`src/rtl/mips_dbg_pkg.sv`:
```
// Shared debug-path types and defaults for the register-file dumper.
// Holds the dump FSM state encoding and the checksum word address.
package mips_dbg_pkg;

    localparam int DEF_NREGS = 32;
    localparam int DEF_AW    = 5;
    localparam int DEF_DW    = 32;

    // The checksum word reuses address 0; the host tells it apart by out_last.
    localparam int CSUM_ADDR = 0;

    typedef enum logic [2:0] {
        IDLE = 3'd0,
        READ = 3'd1,
        SEND = 3'd2,
        CSUM = 3'd3,
        DONE = 3'd4
    } dump_state_t;

endpackage

```
`src/rtl/regfile_dumper_if.sv`:
```
// Valid/ready word stream carrying (address, value) pairs to the debug link.
// master drives a word and holds it until out_ready; slave is the sink.
interface regfile_dumper_if #(
    parameter int AW = 5,
    parameter int DW = 32
);
    logic          out_valid;
    logic          out_ready;
    logic [AW-1:0] out_addr;
    logic [DW-1:0] out_data;
    logic          out_last;

    modport master (
        output out_valid, out_addr, out_data, out_last,
        input  out_ready
    );

    modport slave (
        input  out_valid, out_addr, out_data, out_last,
        output out_ready
    );
endinterface

```
`src/rtl/regfile_dumper.sv`:
```
// Walks every register through a read-only port and streams (addr, value) words.
// Latency: first word valid one cycle after the start edge; 2 cycles per word at full rate.
// Backpressure: a word is held stable indefinitely while out_ready is low; the index does not advance.
// Optional REGFILE_DUMPER_CHECKSUM_EN appends a mod-2^DW sum word (addr 0, last=1) after the registers.
module regfile_dumper
    import mips_dbg_pkg::*;
#(
    parameter int NREGS = DEF_NREGS,
    parameter int AW    = DEF_AW,
    parameter int DW    = DEF_DW
) (
    input  logic           clk,
    input  logic           reset,
    input  logic           start,
    input  logic           abort,
    output logic           busy,
    output logic           done,
    output logic [AW-1:0]  dbg_ra,
    input  logic [DW-1:0]  dbg_rd,
    regfile_dumper_if.master out
);

    localparam logic [AW-1:0] LAST_IDX = AW'(NREGS - 1);

    dump_state_t   state;
    dump_state_t   state_nxt;
    logic [AW-1:0] idx;
    logic [AW-1:0] addr_q;
    logic [DW-1:0] data_q;
    logic          last_q;
    logic          xfer;
    logic          at_last;

`ifdef REGFILE_DUMPER_CHECKSUM_EN
    logic [DW-1:0] sum;
`endif

    assign xfer    = out.out_valid && out.out_ready;
    assign at_last = (idx == LAST_IDX);

    always_ff @(posedge clk or posedge reset) begin
        if (reset) begin
            state <= IDLE;
        end else begin
            state <= state_nxt;
        end
    end

    always_comb begin
        state_nxt = state;
        case (state)
            IDLE: if (start) state_nxt = READ;
            READ: state_nxt = SEND;
            SEND: begin
                if (xfer) begin
`ifdef REGFILE_DUMPER_CHECKSUM_EN
                    state_nxt = at_last ? CSUM : READ;
`else
                    state_nxt = at_last ? DONE : READ;
`endif
                end
            end
`ifdef REGFILE_DUMPER_CHECKSUM_EN
            CSUM: if (xfer) state_nxt = DONE;
`endif
            DONE:    state_nxt = IDLE;
            default: state_nxt = IDLE;
        endcase
        // abort wins over start and over a handshake in the same cycle
        if (abort) state_nxt = IDLE;
    end

    always_ff @(posedge clk or posedge reset) begin
        if (reset) begin
            idx    <= '0;
            addr_q <= '0;
            data_q <= '0;
            last_q <= 1'b0;
`ifdef REGFILE_DUMPER_CHECKSUM_EN
            sum    <= '0;
`endif
        end else if (abort) begin
            idx <= '0;
        end else begin
            case (state)
                IDLE: begin
                    if (start) begin
                        idx <= '0;
`ifdef REGFILE_DUMPER_CHECKSUM_EN
                        sum <= '0;
`endif
                    end
                end
                READ: begin
                    addr_q <= idx;
                    data_q <= dbg_rd;
`ifdef REGFILE_DUMPER_CHECKSUM_EN
                    last_q <= 1'b0;
`else
                    last_q <= at_last;
`endif
                end
                SEND: begin
                    if (xfer) begin
                        if (!at_last) idx <= idx + AW'(1);
`ifdef REGFILE_DUMPER_CHECKSUM_EN
                        sum <= sum + data_q;
                        if (at_last) begin
                            // Fold the word being accepted straight into the presented sum.
                            addr_q <= AW'(CSUM_ADDR);
                            data_q <= sum + data_q;
                            last_q <= 1'b1;
                        end
`endif
                    end
                end
                default: ;
            endcase
        end
    end

    assign busy          = (state == READ) || (state == SEND) || (state == CSUM);
    assign done          = (state == DONE);
    assign dbg_ra        = (state == READ) ? idx : '0;
    assign out.out_valid = (state == SEND) || (state == CSUM);
    assign out.out_addr  = addr_q;
    assign out.out_data  = data_q;
    assign out.out_last  = last_q;

endmodule
```
`src/flat_wrapper.sv`:
```
// flat-port wrapper written by rule: the top's interface ports become plain ports
module regfile_dumper_flat import mips_dbg_pkg::*;
#(
    parameter int NREGS = DEF_NREGS,
    parameter int AW    = DEF_AW,
    parameter int DW    = DEF_DW
)
  (clk, reset, start, abort, busy, done, dbg_ra, dbg_rd, out_out_valid, out_out_addr, out_out_data, out_out_last, out_out_ready);
  regfile_dumper_if #(.AW(AW), .DW(DW)) out_i ();
  input  logic clk;
  input  logic reset;
  input  logic start;
  input  logic abort;
  output logic busy;
  output logic done;
  output logic [AW-1:0] dbg_ra;
  input  logic [DW-1:0] dbg_rd;
  output wire logic [$bits(out_i.out_valid)-1:0] out_out_valid;
  output wire logic [$bits(out_i.out_addr)-1:0] out_out_addr;
  output wire logic [$bits(out_i.out_data)-1:0] out_out_data;
  output wire logic [$bits(out_i.out_last)-1:0] out_out_last;
  input wire logic [$bits(out_i.out_ready)-1:0] out_out_ready;
  assign out_out_valid = out_i.out_valid;
  assign out_out_addr = out_i.out_addr;
  assign out_out_data = out_i.out_data;
  assign out_out_last = out_i.out_last;
  assign out_i.out_ready = out_out_ready;
  regfile_dumper #(.NREGS(NREGS), .AW(AW), .DW(DW)) u_core (.clk(clk), .reset(reset), .start(start), .abort(abort), .busy(busy), .done(done), .dbg_ra(dbg_ra), .dbg_rd(dbg_rd), .out(out_i));
endmodule
```
`config.mk`:
```
export PLATFORM = sky130hd
export DESIGN_NAME = regfile_dumper_flat
export DESIGN_NICKNAME = d
export VERILOG_FILES = /design/src/rtl/mips_dbg_pkg.sv /design/src/rtl/regfile_dumper_if.sv /design/src/rtl/regfile_dumper.sv /design/src/flat_wrapper.sv
export SDC_FILE = /design/constraint.sdc
export NUM_CORES = 1
export LEC_CHECK = 0
export BUFFER_PORTS_ARGS = -buffer_cell sky130_fd_sc_hd__buf_4
export CAP_MARGIN = 20
export CORE_ASPECT_RATIO = 0.6
export CORE_UTILIZATION = 30
export CTS_BUF_LIST = sky130_fd_sc_hd__clkbuf_4 sky130_fd_sc_hd__clkbuf_8
export DETAILED_ROUTE_END_ITERATION = 6
export GPL_ROUTABILITY_DRIVEN = 1
export HOLD_SLACK_MARGIN = 0.08
export PLACE_DENSITY_LB_ADDON = 0.08
export SYNTH_ARGS = -nofsm -noshare
export SYNTH_HDL_FRONTEND = slang
export SYNTH_SLANG_ARGS = --single-unit
```
`constraint.sdc`:
```
create_clock -name clk -period 2.2 [get_ports clk]
set_input_delay 0.44 -clock clk [delete_from_list [all_inputs] [get_ports clk]]
set_output_delay 0.44 -clock clk [all_outputs]
set_load 0.05 [all_outputs]
```
# After elaboration in Yosys (flattened, before gate mapping)
# Cells that the tools add are included.
[op_classes]
addsub = 1
eq_ne = 8
mux = 11
bitwise = 1
reduce_logical = 9
[ops]
columns = ["op", "count"]
rows = [
  ["2-to-1 mux 5 bit", 5],
  ["2-to-1 mux 3 bit", 4],
  ["one-hot mux 5 bit (2 select lines)", 1],
  ["one-hot mux 3 bit (3 select lines)", 1],
  ["equality test 3 x 2 -> 1 bit, second input constant", 2],
  ["inequality test 3 bit, second input constant", 2],
  ["adder 5 x 1 -> 5 bit, second input constant", 1],
  ["equality test 5 bit, second input constant", 1],
  ["AND reduction 2 bit", 2],
  ["AND reduction 4 bit", 1],
  ["equality test 3 x 1 -> 1 bit, second input constant", 1],
  ["equality test 3 bit, second input constant", 1],
  ["logical NOT 3 bit", 1],
  ["logical OR 1 bit", 3],
  ["inequality test 3 x 2 -> 1 bit, second input constant", 1],
  ["nonzero test 3 bit", 1],
  ["logical AND 1 bit", 1],
  ["NOT 1 bit", 1],
]
[totals]
register_bits = 46
output_inout_bits = 46
wordCells = 35

# Longest topological paths before layout
[depth]
word_depth = 6
depth_mapped = 6

# Worst setup path before layout
# Ideal clock, no wire load.
[synth_timing]
path_type = "register to output"
from = "register u_core.state[2]"
to = "output dbg_ra[3]"
arrival_ps = 1766
setup_slack_ps = -6
path_stages_with_launch = 3
n_path_buf = 1
cell_sequence = "dfrtp_1 -> clkbuf_1 -> nor3_1"
[synth_via]
elab_chain_len = 2
[synth_lines]
columns = ["element", "line_no", "source"]
rows = [
  ["start, declared", "regfile_dumper.sv:25", "dump_state_t state;"],
  ["start signal, assigned", "regfile_dumper.sv:45", "state <= state_nxt;"],
  ["equality test 3 x 1 -> 1 bit", "regfile_dumper.sv:124", "assign dbg_ra = (state == READ) ? idx : '0;"],
  ["2-to-1 mux 5 bit", "regfile_dumper.sv:124", ""],
  ["end, declared", "flat_wrapper.sv:16", "output logic [AW-1:0] dbg_ra;"],
]
# No other way between the ends.

# Final worst setup path
[layout_timing]
from = "register u_core.idx[0]"
to = "register u_core.idx[1]"
[layout_via]
word_cells_on_any_way = 8
classes_between = "add/sub: 1; eq/ne: 2; mux: 4; reduce/logical: 1"
[layout_lines]
columns = ["element", "line_no", "source"]
rows = [
  ["start, declared", "regfile_dumper.sv:27", "logic [AW-1:0] idx;"],
  ["start signal, assigned", "regfile_dumper.sv:105", "if (!at_last) idx <= idx + AW'(1);"],
  ["equality test 5 bit", "regfile_dumper.sv:39", "assign at_last = (idx == LAST_IDX);"],
  ["named net u_core.at_last", "regfile_dumper.sv:32", "logic at_last;"],
  ["inequality test 3 bit (no source line)", "-", ""],
  ["AND reduction 4 bit (no source line)", "-", ""],
]
# The timed path passes the listed nets, and every way through them passes these cells. The select of a mux whose other input is x is not followed.
# A chain may end at the register's enable or synchronous reset.

==> summary.txt <==
Detailed routing
  • Number of detailed-route iterations in the first pass: 4
  • Number of DRC markers after the initial detailed-route iteration: between 50 and 60
  • DR DRC count: 0
  • DR WL/cell: 14.6 µm
  • Via count normalized by instance count: around 4.5
  • Wire length after detailed routing: 4.46 mm
  • Final ANT Viol Nets: 0
  • Overall via count from detail_route: 1376

Setup path
  • Critical path class: reg -> reg
  • Largest stage delay on the critical path: 0.42 ns
  • Critical Path Most Common Cell: ha_1
  • Arrival time of data at the critical path endpoint: roughly 2.1 ns
  • Cell at the slowest stage of the critical path: dfrtp_1
  • Data required time of the critical path: 2.41 ns
  • Largest driver fanout on the critical path: 5
  • Cells along the critical path: ha_1, and3_1, ha_1, and3b_1, o31a_1, mux2i_1
  • Critical Path Start Type: flop
  • Total buffers and inverters traversed by the critical path: 0
  • CP Capture Type: flop
  • Largest delay share family, worst path: simple AND/OR/NAND/NOR gates

Logic synthesis
  • Number of register bits inferred by synthesis: between 40 and 50
  • Count of warnings emitted by yosys: 0
  • Top post-synthesis cells by area: dfrtp_1 (57%), mux2_4 (15%), mux2_2 (10%)
  • Average cell area after synthesis: 15.2 µm²
  • Syn Inst Count: about 130
  • Number of distinct library cells after synthesis: 32
  • Total standard cell area after synthesis: 0.00204 mm²
  • Cell type contributing the most total cell area after synthesis: dfrtp_1
  • Sequential area share after synthesis: a little under three fifths
  • Post-synth net total: between 150 and 200
  • Share of the synthesized area in the top cell type: about 57%

Layout
  • Net count, final: 260
  • Final non-filler cell total: 306
  • Antenna diode instance count: 0
  • Share of layout cells above drive strength 1: ~61%
  • Syn-to-layout area delta: 39.1%

Clock network
  • Number of buffers inserted to repair setup after CTS: 0
  • Post-CTS Resized: 0
  • CTS clock-pin slew for the worst setup and hold paths: roughly 0.09 ns
  • Root buf cell: clkbuf_8
  • Cts-stage hold buffer count: 0
  • Worst skew pair latency: 0.29 ns
  • Clock tree from TritonCTS: yes
  • Count of clock tree sinks: 46
  • TritonCTS buffer count: 5
  • Clock tree buffer depth: 2
  • H-Tree Level Count: 2

Floorplanning
  • Die footprint: 0.00713 mm²
  • Placeable core region: 0.00633 mm²
  • Die Span Y: 65.8 µm
  • Num rows: 22
  • Top-Level Pins: 83
  • Starting Density: 32.2%
  • Die Width: 108 µm

Timing
  • Minimum setup slack in the final design: 0.276 ns
  • Fin. Hold Viols: 0
  • Setup tns final: 0 ns
  • Clock skew after layout: 0.00339 ns
  • Hold slack final: 0.121 ns
  • Post-layout min period: 1.92 ns
  • Final critical-path share of the clock period: 87.5%
  • Relative slew margins: 61.9%
  • Setup Viol. Count Final: 0
  • Maximum frequency from static timing analysis: roughly 520 MHz
  • Setup repair after global routing missed its margin: false
  • Max Transition Viols Final: 0
  • Measured slew at the worst slew-check pin: approximately 0.57 ns

Global routing
  • Leftover overflow at the end of global routing: 0
  • Number of antenna violations at the first check in global routing: 0
  • Global routing usage summed across all routing layers: 13.1%
  • Via count of the first global-routing pass: 1400
  • Wire length of the first global-routing pass: 7.09 mm
  • Pin count of the biggest net entering global routing: 32

Power and ir drop
  • Cell leakage power: 1.37 nW
  • Total Power: between 0.002 and 0.003 W
  • IR Drop Worst-Case VDD: about 510 µV
  • Power per unit of standard cell area: roughly 1000 mW/mm²

Run
  • Maximum Capacitance Violations: 0

Placed design
  • Number of buffer cells added on primary ports: 82
  • Weighted congestion at the end of routability-driven global placement: between 0.7 and 0.8
  • Post-Place Worst Slack: 0.295 ns
  • DP Wirelength: 3.21 mm
  • Cell count after placement: 298

Worst hold path
  • Kind of path behind the tightest hold check: in -> async

Outcome
  • Outcome: complete, no violations
-- layout by cell type (no fill, tap or decap) --
cell type	instances
nand3_1	1
buf_12	2
nor2_1	3
mux2i_1	2
o21ai_0	1
o311ai_0	1
inv_1	5
nor4b_1	1
ha_1	2
mux2_2	18
clkinv_4	1
o211ai_1	2
clkinvlp_4	1
and2_1	1
inv_2	1
nand4_1	1
or3b_2	1
o21bai_1	1
nor3_1	5
and3b_1	1
nor3_4	1
o31a_1	1
a211oi_1	1
nor4_1	1
dfrtp_1	46
nand2b_4	1
nor2b_1	3
clkbuf_8	5
buf_4	83
mux2_4	20
clkinv_2	1
and3_1	3
nor4b_4	1
nand3b_1	2
nand2_1	2
-- final timing paths --
check                      slack [ns]                      end  cells after the start                     from
setup / recovery                 0.28            u_core.idx[1]                      6            u_core.idx[0]
hold / removal                   0.12  u_core.out.out_data[31]                      2                    reset
setup reg to reg                 0.28            u_core.idx[1]                      6            u_core.idx[0]
hold reg to reg                  0.51  u_core.out.out_data[29]                      1  u_core.out.out_data[29]
max in group asynchronous        1.60  u_core.out.out_data[25]                      3                    reset
min in group clk                 0.37  u_core.out.out_data[30]                      2               dbg_rd[30]
-- registers in the layout, summed over array words and instances, names as in the netlist --
register / cells
u_core.out.out_data: 32
u_core.idx: 5
u_core.out.out_addr: 5
u_core.state: 3
u_core.out.out_last: 1
-- Yosys cell counts --
master and n:
o311ai_0 1, and3b_1 1, and3_1 3, nor4_1 1, a211oi_1 1, buf_6 1, mux2i_1 2, nand2_1 2
nor2b_1 3, clkbuf_1 1, nand3b_1 2, nor4b_4 1, o31a_1 1, dfrtp_1 46, inv_1 6, or3b_2 1
nor4b_1 1, buf_4 1, o21ai_0 1, mux2_4 20, buf_12 2, o211ai_1 2, mux2_2 18, nor3_1 5
nand3_1 1, o21bai_1 1, and2_1 1, ha_1 2, nand4_1 1, nor3_4 1, nand2b_4 1, nor2_1 3
-- metrics by stage --
stage | cell area, µm² | util, %
final | 2830 | 44.7
after global routing | 2830 | 44.7
after CTS | 2830 | 44.7
after detailed placement | 2740 | 43.3
after global placement | 2740 | 43.3
after floorplan | 2040 | -
-- report_power, final --
| group | internal, W | total, W | switching [W] |
|---|---|---|---|
| clock network | 0.000223 | 0.000510 | 0.000287 |
| registers | 0.00102 | 0.00113 | 0.000104 |
| logic | 0.000475 | 0.00130 | 0.000822 |
| total | 0.00172 | 0.00293 | 0.00121 |
-- cell type report --
cell class	count	area (µm²)
fill	616	3500
sequential	46	1150
multi-input combinational	77	801
timing repair buffer	85	663
tap	84	105
clock buffer	5	68.8
inverter	6	22.5
clock inverter	3	21.3
-- metal layers --
layer,vias to the layer above,track usage (%),wire length (µm)
li1,653,-,-
met1,679,19.1,2220
met2,42,19.1,1960
met3,2,3.05,246
met4,0,3.72,27
met5,-,0,0
-- logic make-up after synthesis --
| kind of cell | after synthesis | synth area share [%] |
|---|---|---|
| AOI/OAI and AO/OA | 7 | 2.58 |
| adders and majority gates | 2 | 1.23 |
| buffers and inverters | 11 | 4.18 |
| DFF | 46 | 56.5 |
| muxes | 40 | 25.7 |
| and+or+nand+nor | 28 | 9.83 |
No activity file was read; power rests on OpenSTA's default activity.
